### src/rtl/rv_fetch_unit.sv
// rv_fetch_unit: registered-PC instruction fetch with one outstanding request, single-slot holding buffer, redirect on consume and flush.
module rv_fetch_unit #(
  parameter int          PC_W      = 16,
  parameter logic [31:0] RESET_VEC = 32'h0,
  parameter logic [31:0] NOP_INSTR = 32'h00000013
) (
  input  logic            clk,
  input  logic            rst_n,
  output logic            imem_req,
  output logic [PC_W-1:0] imem_addr,
  input  logic            imem_rvalid,
  input  logic [31:0]     imem_rdata,
  input  logic            stall,
  input  logic            branch,
  input  logic            zero,
  input  logic            jump,
  input  logic [PC_W-1:0] imm_ext,
  input  logic            flush,
  input  logic [PC_W-1:0] flush_pc,
  output logic [31:0]     instr,
  output logic            instr_valid,
  output logic [PC_W-1:0] pc,
  output logic [PC_W-1:0] pc_plus4,
  output logic            fetch_err
);
  typedef enum logic [1:0] {IDLE, WAIT, HALT} state_e;
  localparam logic [PC_W-1:0] RST_PC = RESET_VEC[PC_W-1:0];
  localparam logic [PC_W-1:0] FOUR = PC_W'(4);
  state_e state_q, state_d;
  logic [PC_W-1:0] fetch_pc_q, fetch_pc_d, pc_q, pc_d;
  logic [31:0] instr_q, instr_d;
  logic valid_q, valid_d, err_q, err_d, kill_q, kill_d, req_q, req_d;
  logic consume, taken;
  logic [PC_W-1:0] target;
  assign consume = valid_q & ~stall;
  assign taken = jump | (branch & zero);
  assign target = pc_q + imm_ext;
  always_comb begin
    state_d = state_q;
    fetch_pc_d = fetch_pc_q;
    pc_d = pc_q;
    instr_d = instr_q;
    valid_d = valid_q;
    err_d = err_q;
    kill_d = kill_q;
    req_d = 1'b0;
    if (flush) begin
      valid_d = 1'b0;
      fetch_pc_d = flush_pc;
      err_d = |flush_pc[1:0];
      // an in-flight response must still be swallowed before fetching resumes
      kill_d = ~imem_rvalid & ((state_q == WAIT) | kill_q);
      state_d = err_d ? HALT : kill_d ? WAIT : IDLE;
    end else begin
      case (state_q)
        IDLE: begin
          if (consume) begin
            valid_d = 1'b0;
            if (taken) fetch_pc_d = target;
          end
          if (consume & taken & |target[1:0]) begin
            err_d = 1'b1;
            state_d = HALT;
          end else if (~valid_q | consume) begin
            req_d = 1'b1;
            state_d = WAIT;
          end
        end
        WAIT: begin
          if (imem_rvalid) begin
            state_d = IDLE;
            kill_d = 1'b0;
            if (!kill_q) begin
              instr_d = imem_rdata;
              pc_d = fetch_pc_q;
              valid_d = 1'b1;
              fetch_pc_d = fetch_pc_q + FOUR;
            end
          end
        end
        HALT: if (imem_rvalid) kill_d = 1'b0;
        default: state_d = IDLE;
      endcase
    end
  end
  always_ff @(posedge clk or negedge rst_n) begin
    if (!rst_n) begin
      state_q <= IDLE;
      fetch_pc_q <= RST_PC;
      pc_q <= RST_PC;
      instr_q <= NOP_INSTR;
      valid_q <= 1'b0;
      err_q <= 1'b0;
      kill_q <= 1'b0;
      req_q <= 1'b0;
    end else begin
      state_q <= state_d;
      fetch_pc_q <= fetch_pc_d;
      pc_q <= pc_d;
      instr_q <= instr_d;
      valid_q <= valid_d;
      err_q <= err_d;
      kill_q <= kill_d;
      req_q <= req_d;
    end
  end
  assign imem_req = req_q;
  assign imem_addr = fetch_pc_q;
  assign instr = valid_q ? instr_q : NOP_INSTR;
  assign instr_valid = valid_q;
  assign pc = pc_q;
  assign pc_plus4 = pc_q + FOUR;
  assign fetch_err = err_q;
endmodule
### config.mk
export PLATFORM = sky130hd
export DESIGN_NAME = rv_fetch_unit
export DESIGN_NICKNAME = d
export VERILOG_FILES = /design/src/rtl/rv_fetch_unit.sv
export SDC_FILE = /design/constraint.sdc
export NUM_CORES = 1
export LEC_CHECK = 0
export CORE_MARGIN = 10
export CORE_UTILIZATION = 34
export CTS_BUF_LIST = sky130_fd_sc_hd__clkbuf_16
export DETAILED_ROUTE_END_ITERATION = 10
export PLACE_DENSITY_LB_ADDON = 0.25
export SYNTH_ARGS = -nofsm -noshare
export SYNTH_HDL_FRONTEND = slang
export SYNTH_SLANG_ARGS = --single-unit
### constraint.sdc
create_clock -name clk -period 3.6 [get_ports clk]
set_input_delay 0.9 -clock clk [delete_from_list [all_inputs] [get_ports clk]]
set_output_delay 0.9 -clock clk [all_outputs]
set_load 0.02 [all_outputs]
== Word level (Yosys, flattened, before mapping) ==
Cells that the tools add are included.

* Add/sub/neg operators: 3
* Equal/unequal tests: 8
* Mux-type cells: 29
* Bitwise logic cells: 13
* Reduce and logical (&&, ||, !) cells: 15

{| class="wikitable"
|+ Operators by type and width
! cell !! count
|-
| 16-bit two-way mux || 5
|-
| 16-bit by 3-bit adder with 16-bit output (second input constant) || 2
|-
| 32-bit two-way mux || 1
|-
| 16-bit one-hot mux with 2 select lines || 1
|-
| 16-bit adder || 1
|-
| 1-bit two-way mux || 15
|-
| 3-bit inequality test (second input constant) || 4
|-
| 2-bit two-way mux || 5
|-
| 4-bit AND reduction || 2
|-
| 2-bit nonzero test || 4
|-
| 2-bit one-hot mux with 3 select lines || 1
|-
| 2-bit OR reduction || 3
|-
| 1-bit AND || 5
|-
| 1-bit inverter || 5
|-
| 5-bit AND reduction || 1
|-
| 4-bit inequality test (second input constant) || 1
|-
| 2-bit AND reduction || 2
|-
| 1-bit bitwise OR || 3
|-
| 3-bit AND reduction || 1
|-
| 3-bit nonzero test || 1
|-
| 2-bit by 1-bit == test with 1-bit output (second input constant) || 1
|-
| 2-bit == test (second input constant) || 1
|-
| 2-bit logical NOT || 1
|-
| 2-bit inequality test (second input constant) || 1
|-
| 1-bit one-hot mux with 2 select lines || 1
|}

* Register bits after elaboration: 70
* Input port bits: 72
* Output and inout bits: 83
* Logic and storage cells: 76

== Logic depth before layout (Yosys ltp) ==
* Depth in word-level cells: 7
* Mapped depth: 11
* Mapped depth without buffers: 8

== Worst setup path after synthesis ==
No wires, ideal clock.

* Kind: input to register
* From: input imm_ext[4]
* To: register fetch_pc_q[11], in the netlist imem_addr[11]
* Setup time: 122 ps
* Arrival: 2542 ps
* Required time: 3478 ps
* Setup slack: 937 ps
* Stages on the path: 7
* Buffers on the path: 0
* Cells stage by stage: ha_1 > a21oi_1 > o21ai_1 > a31oi_1 > o21ai_0 > or3_1 > a32o_1

* Word-level cells in the longest chain between the ends: 5

{| class="wikitable"
|+ RTL lines
! item !! line !! source
|-
| from (decl) || 17 || <nowiki>input logic [PC_W-1:0] imm_ext,</nowiki>
|-
| 16-bit adder || 37 || <nowiki>assign target = pc_q + imm_ext;</nowiki>
|-
| 16-bit two-way mux || 59 || <nowiki>if (taken) fetch_pc_d = target;</nowiki>
|-
| 16-bit two-way mux || 57 || <nowiki>if (consume) begin</nowiki>
|-
| 16-bit one-hot mux with 2 select lines || 55 || <nowiki>case (state_q)</nowiki>
|-
| 16-bit two-way mux || 47 || <nowiki>if (flush) begin</nowiki>
|-
| to (signal assigned) || 98 || <nowiki>fetch_pc_q <= fetch_pc_d;</nowiki>
|-
| to (decl) || 30 || <nowiki>logic [PC_W-1:0] fetch_pc_q, fetch_pc_d, pc_q, pc_d;</nowiki>
|}

No other way between the ends. The select of a mux whose other input is x is not followed.
A chain may end at the register's enable or synchronous reset.

== Final worst setup path ==
* From: register pc_q[7], in the netlist pc[7]
* To: output pc_plus4[15]

* Word-level cells in the longest chain between the ends: 1

{| class="wikitable"
|+ RTL lines
! item !! line !! source
|-
| from (decl) || 30 ||
|-
| from (signal assigned) || 99 || <nowiki>pc_q <= pc_d;</nowiki>
|-
| 16-bit by 3-bit adder with 16-bit output || 112 || <nowiki>assign pc_plus4 = pc_q + FOUR;</nowiki>
|-
| to (decl) || 23 || <nowiki>output logic [PC_W-1:0] pc_plus4,</nowiki>
|}

No other way between the ends.

==> reports/qor.yml <==
cts_setup_buffers: 0
layout.nets: 701
max_slew.worst_pin.slew_ns: 0.933
r2r_end: "imem_addr[11]$_DFFE_PN0P_"
cts_tree: "yes"
setup_slack_ns: 0.216
worst_path_max_delay_cell: "clkdlybuf4s50_1"
holdBufCountCts: 0
wirelength_um: 14100
period_needed_ns: 3.38
max_freq_mhz: 295
die-area_um2: 18000
r2r-start: "pc[1]$_DFFE_PN0P_"
peakVddDrop_mv: 0.271
hold-worst-slack_ns: 0.498
coreArea_um2: 12700
relSlewSlack_pct: 37.8
routedWlPerCell_um: 17.9
clk_path_buf_depth: 2
dp.final_hpwl_um: 10700
fin_setup_tns_ns: 0
h-tree-depth: 3
cp_data_required_time_ns: 2.70
gr-usage-all-layers_pct: 15.6
diodes: 0
startpoint_type: "flop"
synth.distinct_cells: 58
antenna_left: 0
drtPass1Iterations: 5
synth_edf_count: 0
fin_area_um2: 6370
grt_max_degree: 71
crit_top_cell: "nand3_1"
timing.final.crit_share_pct: 94.0
crit_path_max_fanout: 6
worstPathCellList: "nand3_1 > or3_1 > nor2_1 > nand3_1 > xnor2_1 > clkdlybuf4s50_1"
drt_iter0_markers: 249
synth_top_cell_area_share_pct: 37.8
status: "finished clean"
hp-class: "flop to flop"
netlist_area_um2: 4440
vias_per_cell: 5.15
drcViolationCount: 0
end_kind: "output port"
area_growth_pct: 43.7
whs_endpoint: "instr_q[28]$_DFFE_PN0P_"
syn_nets: 556
synth.area.top_cells: "dfrtp_1 (38%), mux2_2 (12%), ha_1 (5.6%)"
max-cap-violations: 0
layoutNonFillerInstCount: 785
grt_pass1_vias: 4328
antenna_found_initial: 1
grt_first_pass_wirelength_um: 22700
dieWidth_um: 134
synthArstFlopShare_pct: 100
synth-seq-area-share_pct: 39.6
postLayoutCoreUtil_pct: 50.1
port_buffers: 154
yosys-top-cells-count: "dfrtp_1 (67), mux2_2 (46), nand2_1 (39)"
rows: 41
clk_pin_slew_ns: 0.06
root_buffer: "clkbuf_16"
skew_ns: 0.00551
setup-violations-final: 0
regArea_um2: 1760
path_class: "flop to output port"
globalplace.congestion: 0.871
multi_input_area_um2: 2500
fillers: 1213
cts_buffers: 9
hold_depth: 1
cts.sinks: 70
start_util_pct: 34.9
cts_resized: 0
ys.flop_type: "dfrtp_1"
yosys.area.top_type: "dfrtp_1"
rsz0062_at_grt: "no"
drive_gt1_share_pct: 12.4
dieHeight_um: 134
cpPeakStageDelay_ns: 0.62
power.density_nw_per_um2: 744
hp-start: "instr_q[28]$_DFFE_PN0P_"
yosysMostFrequentCell: "dfrtp_1"
placed_area_um2: 6120
leakagePower_nw: 2.60
finalPower_mw: 4.74
drv_slew: 0
place_inst: 769
yosys_warnings: 0
pre_cts_slack_ns: 0.151
synth_cells: 463
finalHoldViolCount: 0
io_pins: 155
vias: 4046
gr-total-overflow: 0
critical_path_arrival_ns: 2.48
clock_latency_ns: 0.33
reg2reg_depth: 7
ff2ff_setup_slack_ns: 1.11
ys_seq_elements: 70
avgSynthCellArea_um2: 9.58
-- layout make-up --
class	count	area share, %
clock buffer	9	3.53
clock inverter	7	0.530
inverter	14	0.824
multi-input combinational	352	39.2
sequential	70	27.5
tap	172	3.38
timing repair buffer	161	25.0
-- flip-flops by register name (all words and copies together) (netlist names) --
register,cells
fetch_err,1
instr_q,32
pc,16
instr_valid,1
state_q,2
kill_q,1
imem_addr,16
imem_req,1
-- layout by cell type, fill, tap and decap left out, drive strengths merged, types with 9 or more instances in the layout --
cell type and instances:
xor2 12, nand3 21, nor2 24, o21ai 33, a21oi 27, nand2 40, mux2 46, and2 29
inv 15, clkdlybuf4s50 153, clkbuf 9, xnor2 14, dfrtp 67, ha 20
-- logic make-up (layout without fill, tap and decap cells) --
family / count (synthesis) / count (layout) / share of synthesized area, %
fa+ha+maj: 21 / 21 / 6.09
mux: 48 / 48 / 12.1
simple gates: 152 / 152 / 17.9
buf+inv: 41 / 191 / 4.20
xor+xnor: 26 / 26 / 5.13
compound gates: 105 / 105 / 15.0
flops: 70 / 70 / 39.6
-- how the worst max path moves through the flow --
stage / start / end / slack, ns / cells after the start
floorplan: imm_ext[4] / imem_addr[11]$_DFFE_PN0P_ / 0.94 / 7
detailed placement: imm_ext[1] / imem_addr[11]$_DFFE_PN0P_ / 0.15 / 8
global route: pc[7]$_DFFE_PN0P_ / pc_plus4[15] / 0.08 / 6
finish: pc[7]$_DFFE_PN0P_ / pc_plus4[15] / 0.22 / 6
global placement: imm_ext[1] / imem_addr[11]$_DFFE_PN0P_ / 0.19 / 8
CTS: pc[7]$_DFFE_PN0P_ / pc_plus4[15] / 0.16 / 6
-- worst max-delay path, delay by kind of cell, from the launching register on --
family / cells / cell delay [ns]
buffers and inverters: 1 / 0.62
DFF: 1 / 0.45
xor gates and xnor gates: 1 / 0.15
and+or+nand+nor: 4 / 0.92
-- metal layers --
layer | global-route usage (%) | vias up | share of wire [%]
met5 | 0 | - | 0.057
met4 | 5.02 | 2 | 1.5
met3 | 7.58 | 20 | 11
met2 | 24.7 | 139 | 45
met1 | 18.0 | 1929 | 43
li1 | - | 1956 | -
-- where the power goes --
group	total, mW	switching, mW	leakage [nW]	internal, mW
clock network	0.788	0.333	0.131	0.455
logic	2.46	1.26	1.62	1.20
registers	1.49	0.357	0.850	1.14
total	4.74	1.95	2.60	2.79
(Power assumes the default switching activity.)
